--- src/rtl/ula_divisor.sv ---
// ula_divisor: sequential unsigned restoring divider, one quotient bit per clock.
// Start/finish handshake; results held until the next accepted start.
module ula_divisor #(
    parameter int W = 23
) (
    input  logic         clk,
    input  logic         reset,
    input  logic [W-1:0] a,
    input  logic [W-1:0] b,
    input  logic         start,
    output logic [W-1:0] quotient,
    output logic [W-1:0] remainder,
    output logic         div_zero,
    output logic         busy,
    output logic         finish
);

    localparam int KW = (W > 1) ? $clog2(W) : 1;

    localparam logic [1:0] IDLE = 2'd0;
    localparam logic [1:0] LOAD = 2'd1;
    localparam logic [1:0] ITER = 2'd2;
    localparam logic [1:0] DONE = 2'd3;

    logic [1:0]    state;
    logic [W-1:0]  d_reg;
    logic [W-1:0]  b_reg;
    logic [W:0]    r_reg;
    logic [W-1:0]  q_reg;
    logic [KW-1:0] k;
    logic          dz;

    logic [W:0]    t;
    logic [W:0]    t_sub;
    logic          ge;

    // One restoring trial subtraction of the shifted partial remainder
    always_comb begin
        t     = {r_reg[W-1:0], d_reg[W-1]};
        t_sub = t - {1'b0, b_reg};
        ge    = (t >= {1'b0, b_reg});
    end

    // Control FSM and internal datapath registers
    always_ff @(posedge clk) begin
        if (!reset) begin
            state <= IDLE;
            d_reg <= '0;
            b_reg <= '0;
            r_reg <= '0;
            q_reg <= '0;
            k     <= '0;
            dz    <= 1'b0;
        end else begin
            unique case (state)
                IDLE: begin
                    if (start) begin
                        state <= LOAD;
                        d_reg <= a;
                        b_reg <= b;
                        r_reg <= '0;
                        q_reg <= '0;
                        k     <= '0;
                    end
                end
                LOAD: begin
                    if (b_reg == '0) begin
                        q_reg <= '1;
                        r_reg <= {1'b0, d_reg};
                        dz    <= 1'b1;
                        state <= DONE;
                    end else begin
                        dz    <= 1'b0;
                        state <= ITER;
                    end
                end
                ITER: begin
                    d_reg <= d_reg << 1;
                    r_reg <= ge ? t_sub : t;
                    q_reg <= {q_reg[W-2:0], ge};
                    k     <= k + 1'b1;
                    if (k == KW'(W - 1))
                        state <= DONE;
                end
                DONE: begin
                    state <= IDLE;
                end
                default: begin
                    state <= IDLE;
                end
            endcase
        end
    end

    // Registered outputs; results publish together with the finish pulse
    always_ff @(posedge clk) begin
        if (!reset) begin
            quotient  <= '0;
            remainder <= '0;
            div_zero  <= 1'b0;
            busy      <= 1'b0;
            finish    <= 1'b0;
        end else begin
            busy   <= (state != IDLE);
            finish <= (state == DONE);
            if (state == DONE) begin
                quotient  <= q_reg;
                remainder <= r_reg[W-1:0];
                div_zero  <= dz;
            end
        end
    end

endmodule

--- config.mk ---
export PLATFORM = sky130hd
export DESIGN_NAME = ula_divisor
export DESIGN_NICKNAME = d
export VERILOG_FILES = /design/src/rtl/ula_divisor.sv
export SDC_FILE = /design/constraint.sdc
export NUM_CORES = 1
export LEC_CHECK = 0
export ABC_AREA = 1
export ABC_CLOCK_PERIOD_IN_PS = 4340
export CORE_ASPECT_RATIO = 0.7
export CORE_MARGIN = 1.5
export CORE_UTILIZATION = 50
export CTS_CLUSTER_SIZE = 16
export DETAILED_ROUTE_END_ITERATION = 12
export PLACE_DENSITY = 0.81
export SLEW_MARGIN = 20
export SYNTH_ARGS = -nofsm -noshare
export SYNTH_HDL_FRONTEND = slang
export SYNTH_SLANG_ARGS = --single-unit
--- constraint.sdc ---
create_clock -name clk -period 4.34 [get_ports clk]
set_clock_uncertainty 0.15 [all_clocks]
set_input_delay 0.868 -clock clk [delete_from_list [all_inputs] [get_ports clk]]
set_output_delay 0.868 -clock clk [all_outputs]
set_load 0.03 [all_outputs]
Word-level counts from Yosys, hierarchy flattened
Index checks and enable logic that the tools add are counted.
{ "word_totals": {"regBits": 149, "output_inout_bits": 49} }
{ "classes": {"n_addsub": 2, "n_lt_le_gt_ge": 1, "n_eq_ne": 7, "n_mux": 16, "n_reduce_logical": 9} }
{ "ops": {"columns": ["cell", "n"], "rows": [
  ["23-bit 2-to-1 mux", 6],
  ["23-bit case mux with 3 select lines", 2],
  ["23-bit case mux with 2 select lines", 1],
  ["24-bit by 23-bit greater-or-equal comparator with 1-bit output", 1],
  ["23-bit zero test", 1],
  ["23-bit subtractor", 1],
  ["5-bit case mux with 2 select lines", 1],
  ["2-bit case mux with 4 select lines", 1],
  ["2-bit != test, second input constant", 3],
  ["2-bit AND reduction", 3],
  ["5-bit by 1-bit adder with 5-bit output, second input constant", 1],
  ["5-bit == test, second input constant", 1],
  ["5-bit 2-to-1 mux", 1],
  ["2-bit == test, second input constant", 2],
  ["2-bit 2-to-1 mux", 2],
  ["2-bit nonzero test", 2],
  ["3-bit AND reduction", 1],
  ["3-bit nonzero test", 1],
  ["2-bit by 1-bit == test with 1-bit output, second input constant", 1],
  ["2-bit zero test", 1],
  ["1-bit 2-to-1 mux", 2]
]} }

Depth between registers and ports, before layout
{ "logic_depth": {"word_depth": 3, "mapped_depth": 17, "ltp_nobuf": 17} }

Least setup slack after synthesis
Ideal clock, no wire load.
{ "synth_path": {"path_type": "register to register", "start": "reg d_reg[22]", "end": "reg r_reg[4]", "setup_ns": 0.071, "t_arrival_ns": 2.102, "setup_slack_ns": 2.017, "stages_incl_launch_ff": 17, "path_buffers": 1, "period_less_slack_ns": 2.323, "cell_sequence": "dfxtp_1 inv_1 ha_1 inv_1 fa_1 nand2_1 nand2_1 nand3_1 nand2_2 nand2_4 nand4_4 buf_12 nand2_2 nand3_1 nand2_1 nand2_1 a21oi_2"} }
{ "synth_between": {"elab_chain_cells": 3, "word_cells_on_any_way": 4, "cone_classes": "add/sub (1); order compare (1); mux (2)"} }
{ "synth_lines": {"columns": ["item", "line", "rtl"], "rows": [
  ["from (decl)", "26", "logic [W-1:0] d_reg;"],
  ["from (signal assigned)", "78", "d_reg <= d_reg << 1;"],
  ["23-bit subtractor / 24-bit by 23-bit greater-or-equal comparator with 1-bit output (equally long branches)", "40, 41", null],
  ["23-bit 2-to-1 mux (*)", "79", "r_reg <= ge ? t_sub : t;"],
  ["23-bit case mux with 3 select lines (*)", "55", "unique case (state)"],
  ["to (signal assigned)", "69", "r_reg <= {1'b0, d_reg};"],
  ["to (signal assigned)", "79", null],
  ["to (decl)", "28", "logic [W:0] r_reg;"]
]} }
Every way passes the cells marked *; elsewhere a longest branch is shown, timed or not.
A chain may end at the register's enable or synchronous reset.

Worst setup path in the final report
{ "layout_path": {"start": "reg d_reg[22]", "end": "reg r_reg[17]"} }
The elaborated chain is that of the path after synthesis.

==> out/summary.txt <==
Max-cap violations -> 0
Initial core utilization -> 0.508
Worst hold path class -> flop to flop
Post-route cell area -> 9850 um2
Final core occ -> 0.608
IO Count -> 98
Post-cts resize count -> 0
Most crowded layer after global routing -> met2
Crit. End Element -> flop
Worst-path maximum fanout -> 24
Tmin final -> 3.15 ns
Reg2reg end -> r_reg[17]
Most frequent cells in the layout -> nand2_1 (418), dfxtp_1 (149), inv_1 (134)
Ant. Diodes -> 0
Core area -> 16,200 um2
CTS max path bufs -> 2
FF-to-FF path depth -> 16
Power Density -> 604 nW/um2
Setup_tns -> 0 ns
Post-CTS setup buffer count -> 0
Die area -> 17,300 um2
Row cnt -> 39
Met1 usage -> 0.366
Largest net degree at the start of global routing -> 97
Clock root buffer master -> clkbuf_16
Die Span Y -> 110 um
Crit path kind -> flop to flop
Most common cell after layout, fill and taps aside -> nand2_1
Placer congestion estimate -> 0.954
Slew margin rel. -> 0.292
Hold_buf cts -> 0
Final WL -> 22,200 um
DR vias -> 8,182
Share of cells above drive strength 1 -> 0.0858
Syn nets -> 1,337
Worst-skew pair later-pin latency -> 0.43 ns
Hold_sp -> b_reg[19]
Area Overhead vs Synth -> 19.6%
CTS clk-pin slew, worst paths -> 0.06 ns
Grt met3 use -> 0.0622
PortBufs -> 97
Hold EP -> b_reg[19]
Grt ovf -> 0
Hold Vio Cnt, Final -> 0
Peak supply drop -> 0.000387 V
Antenna violations before repair -> 0
Vias in the first global route -> 7,186
Final HPWL DP -> 15,200 um
H-tree depth -> 4
Initial DRC Count -> 643
GR Layer Usage met2 -> 0.413
Slew @ Worst Pin -> 1.06 ns
Worst endpoint required time -> 4.48 ns
ANT nets after route -> 0
Synth area leader -> dfxtp_1
TritonCTS Buffers -> 17
Synth area leaders -> dfxtp_1 (36%), nand2_1 (19%), o21ai_0 (6.4%), inv_1 (6.1%), a21oi_1 (5.5%)
DRC viols -> 0
Num Clock Sinks -> 149
GRT Total Usage -> 0.263
Synth unique cells -> 30
Crit path from -> d_reg[22]
Leakage Power -> 0.00450 uW
Syn avg cell area -> 6.55 um2
Top cell type's share of synthesized area -> 0.362
Finish-stage setup viols -> 0
Die Wd -> 156 um
Final net count -> 1,396
Post-Syn Instances -> 1,258
TritonCTS clock tree -> done
Drt wl/cell -> 14.3 um
Outcome -> complete, no violations
Mapped Area -> 8230 um2
Synthesis Warnings -> 0
CP startpoint kind -> flop
Fill count -> 1,529
Synthesized flop and latch total -> 149
F_max -> 0.318 GHz
Reg2reg start -> d_reg[22]
RSZ-0062 raised after global routing -> no
Worst Path Arrival -> 3.29 ns
Via density -> 5.27
DP Area -> 9260 um2
Sequential area share after synthesis -> 0.362
First-pass GRT wire length -> 35,500 um
DR pass1 iterations -> 6
Fin crit share -> 0.725
R2R Setup Slk -> 1.19 ns
Hold depth -> 2
Final Max Slew Viols -> 0
[metal layers]
metal,vias to the layer above,part of all wire,wire [um]
met5,-,0,0
met1,3724,0.49,10800
li1,4135,-,-
met4,0,0.013,298
met3,26,0.064,1420
met2,297,0.43,9630
[how the worst max path moves through the flow]
| stage | to | slack (ns) | cells after the start |
|---|---|---|---|
| final | r_reg[17] | 1.19 | 16 |
| after global routing | r_reg[18] | 0.96 | 15 |
| after CTS | r_reg[17] | 1.20 | 15 |
| after detailed placement | r_reg[15] | 1.28 | 15 |
| after global placement | r_reg[17] | 1.34 | 15 |
| after floorplan | r_reg[4] | 2.02 | 16 |
[synthesized netlist by cell type]
cell type,count
o21ai_0,105
buf_2,12
a21oi_2,24
nand2_1,418
dfxtp_1,149
nand4_4,1
nor3b_1,1
nand4_1,27
a21oi_1,90
buf_12,2
nor3_1,2
ha_1,29
clkbuf_1,45
nand3_2,5
nor2_1,84
nand2_2,20
nor2_4,5
nand2_4,4
and3_1,1
xnor2_1,7
nand3b_1,2
inv_1,134
inv_2,13
nor2_2,1
nand3_1,41
clkinv_1,3
nor4_1,5
fa_1,1
a31oi_1,22
buf_1,5
[through the flow]
stage	setup slack [ns]	cells	hold WS [ns]	power, uW
2_1_floorplan	2.02	1258	0.287	3760
3_3_place_gp	1.34	1523	0.301	4350
3_5_place_dp	1.28	1523	0.305	4410
4_1_cts	1.20	1554	0.314	5910
5_1_grt	0.957	1554	0.347	6330
6_report	1.19	1554	0.314	5940
[power breakdown]
part | internal (uW) | switching [uW] | total, uW
logic | 807 | 1840 | 2650
registers | 1640 | 166 | 1800
clock network | 893 | 602 | 1490
total | 3340 | 2610 | 5940
[final cells by class]
class / count / area (um2) / area share
multi-input cells: 895 / 4410 / 0.448
repair buffers: 104 / 1020 / 0.103
inverters: 150 / 563 / 0.0572
flip-flops and latches: 149 / 2980 / 0.303
well taps: 225 / 282 / 0.0286
clock inverters: 10 / 120 / 0.0122
clock buffers: 21 / 470 / 0.0478
[critical path, stage by stage, from the launching register on]
cell and delay (ns):
dfxtp_1 0.33, inv_1 0.09, ha_1 0.15, inv_1 0.08, fa_1 0.46, nand2_1 0.12, nand2_1 0.08, nand3_1 0.10
nand2_2 0.12, nand2_4 0.21, nand4_4 0.52, nand2_4 0.30, nand2_1 0.07, nand2_1 0.06, nand2_1 0.05, nand2_1 0.07
a21oi_2 0.05
[kinds of logic (layout without fill, tap and decap cells)]
logic type	Yosys count	in the layout	share of synthesized area
adders and majority gates	30	30	0.0465
AOI/OAI and AO/OA	241	241	0.161
xor gates and xnor gates	7	7	0.00745
DFF	149	149	0.362
and+or+nand+nor	617	617	0.320
buffers and inverters	214	285	0.103
(Power assumes the default switching activity.)
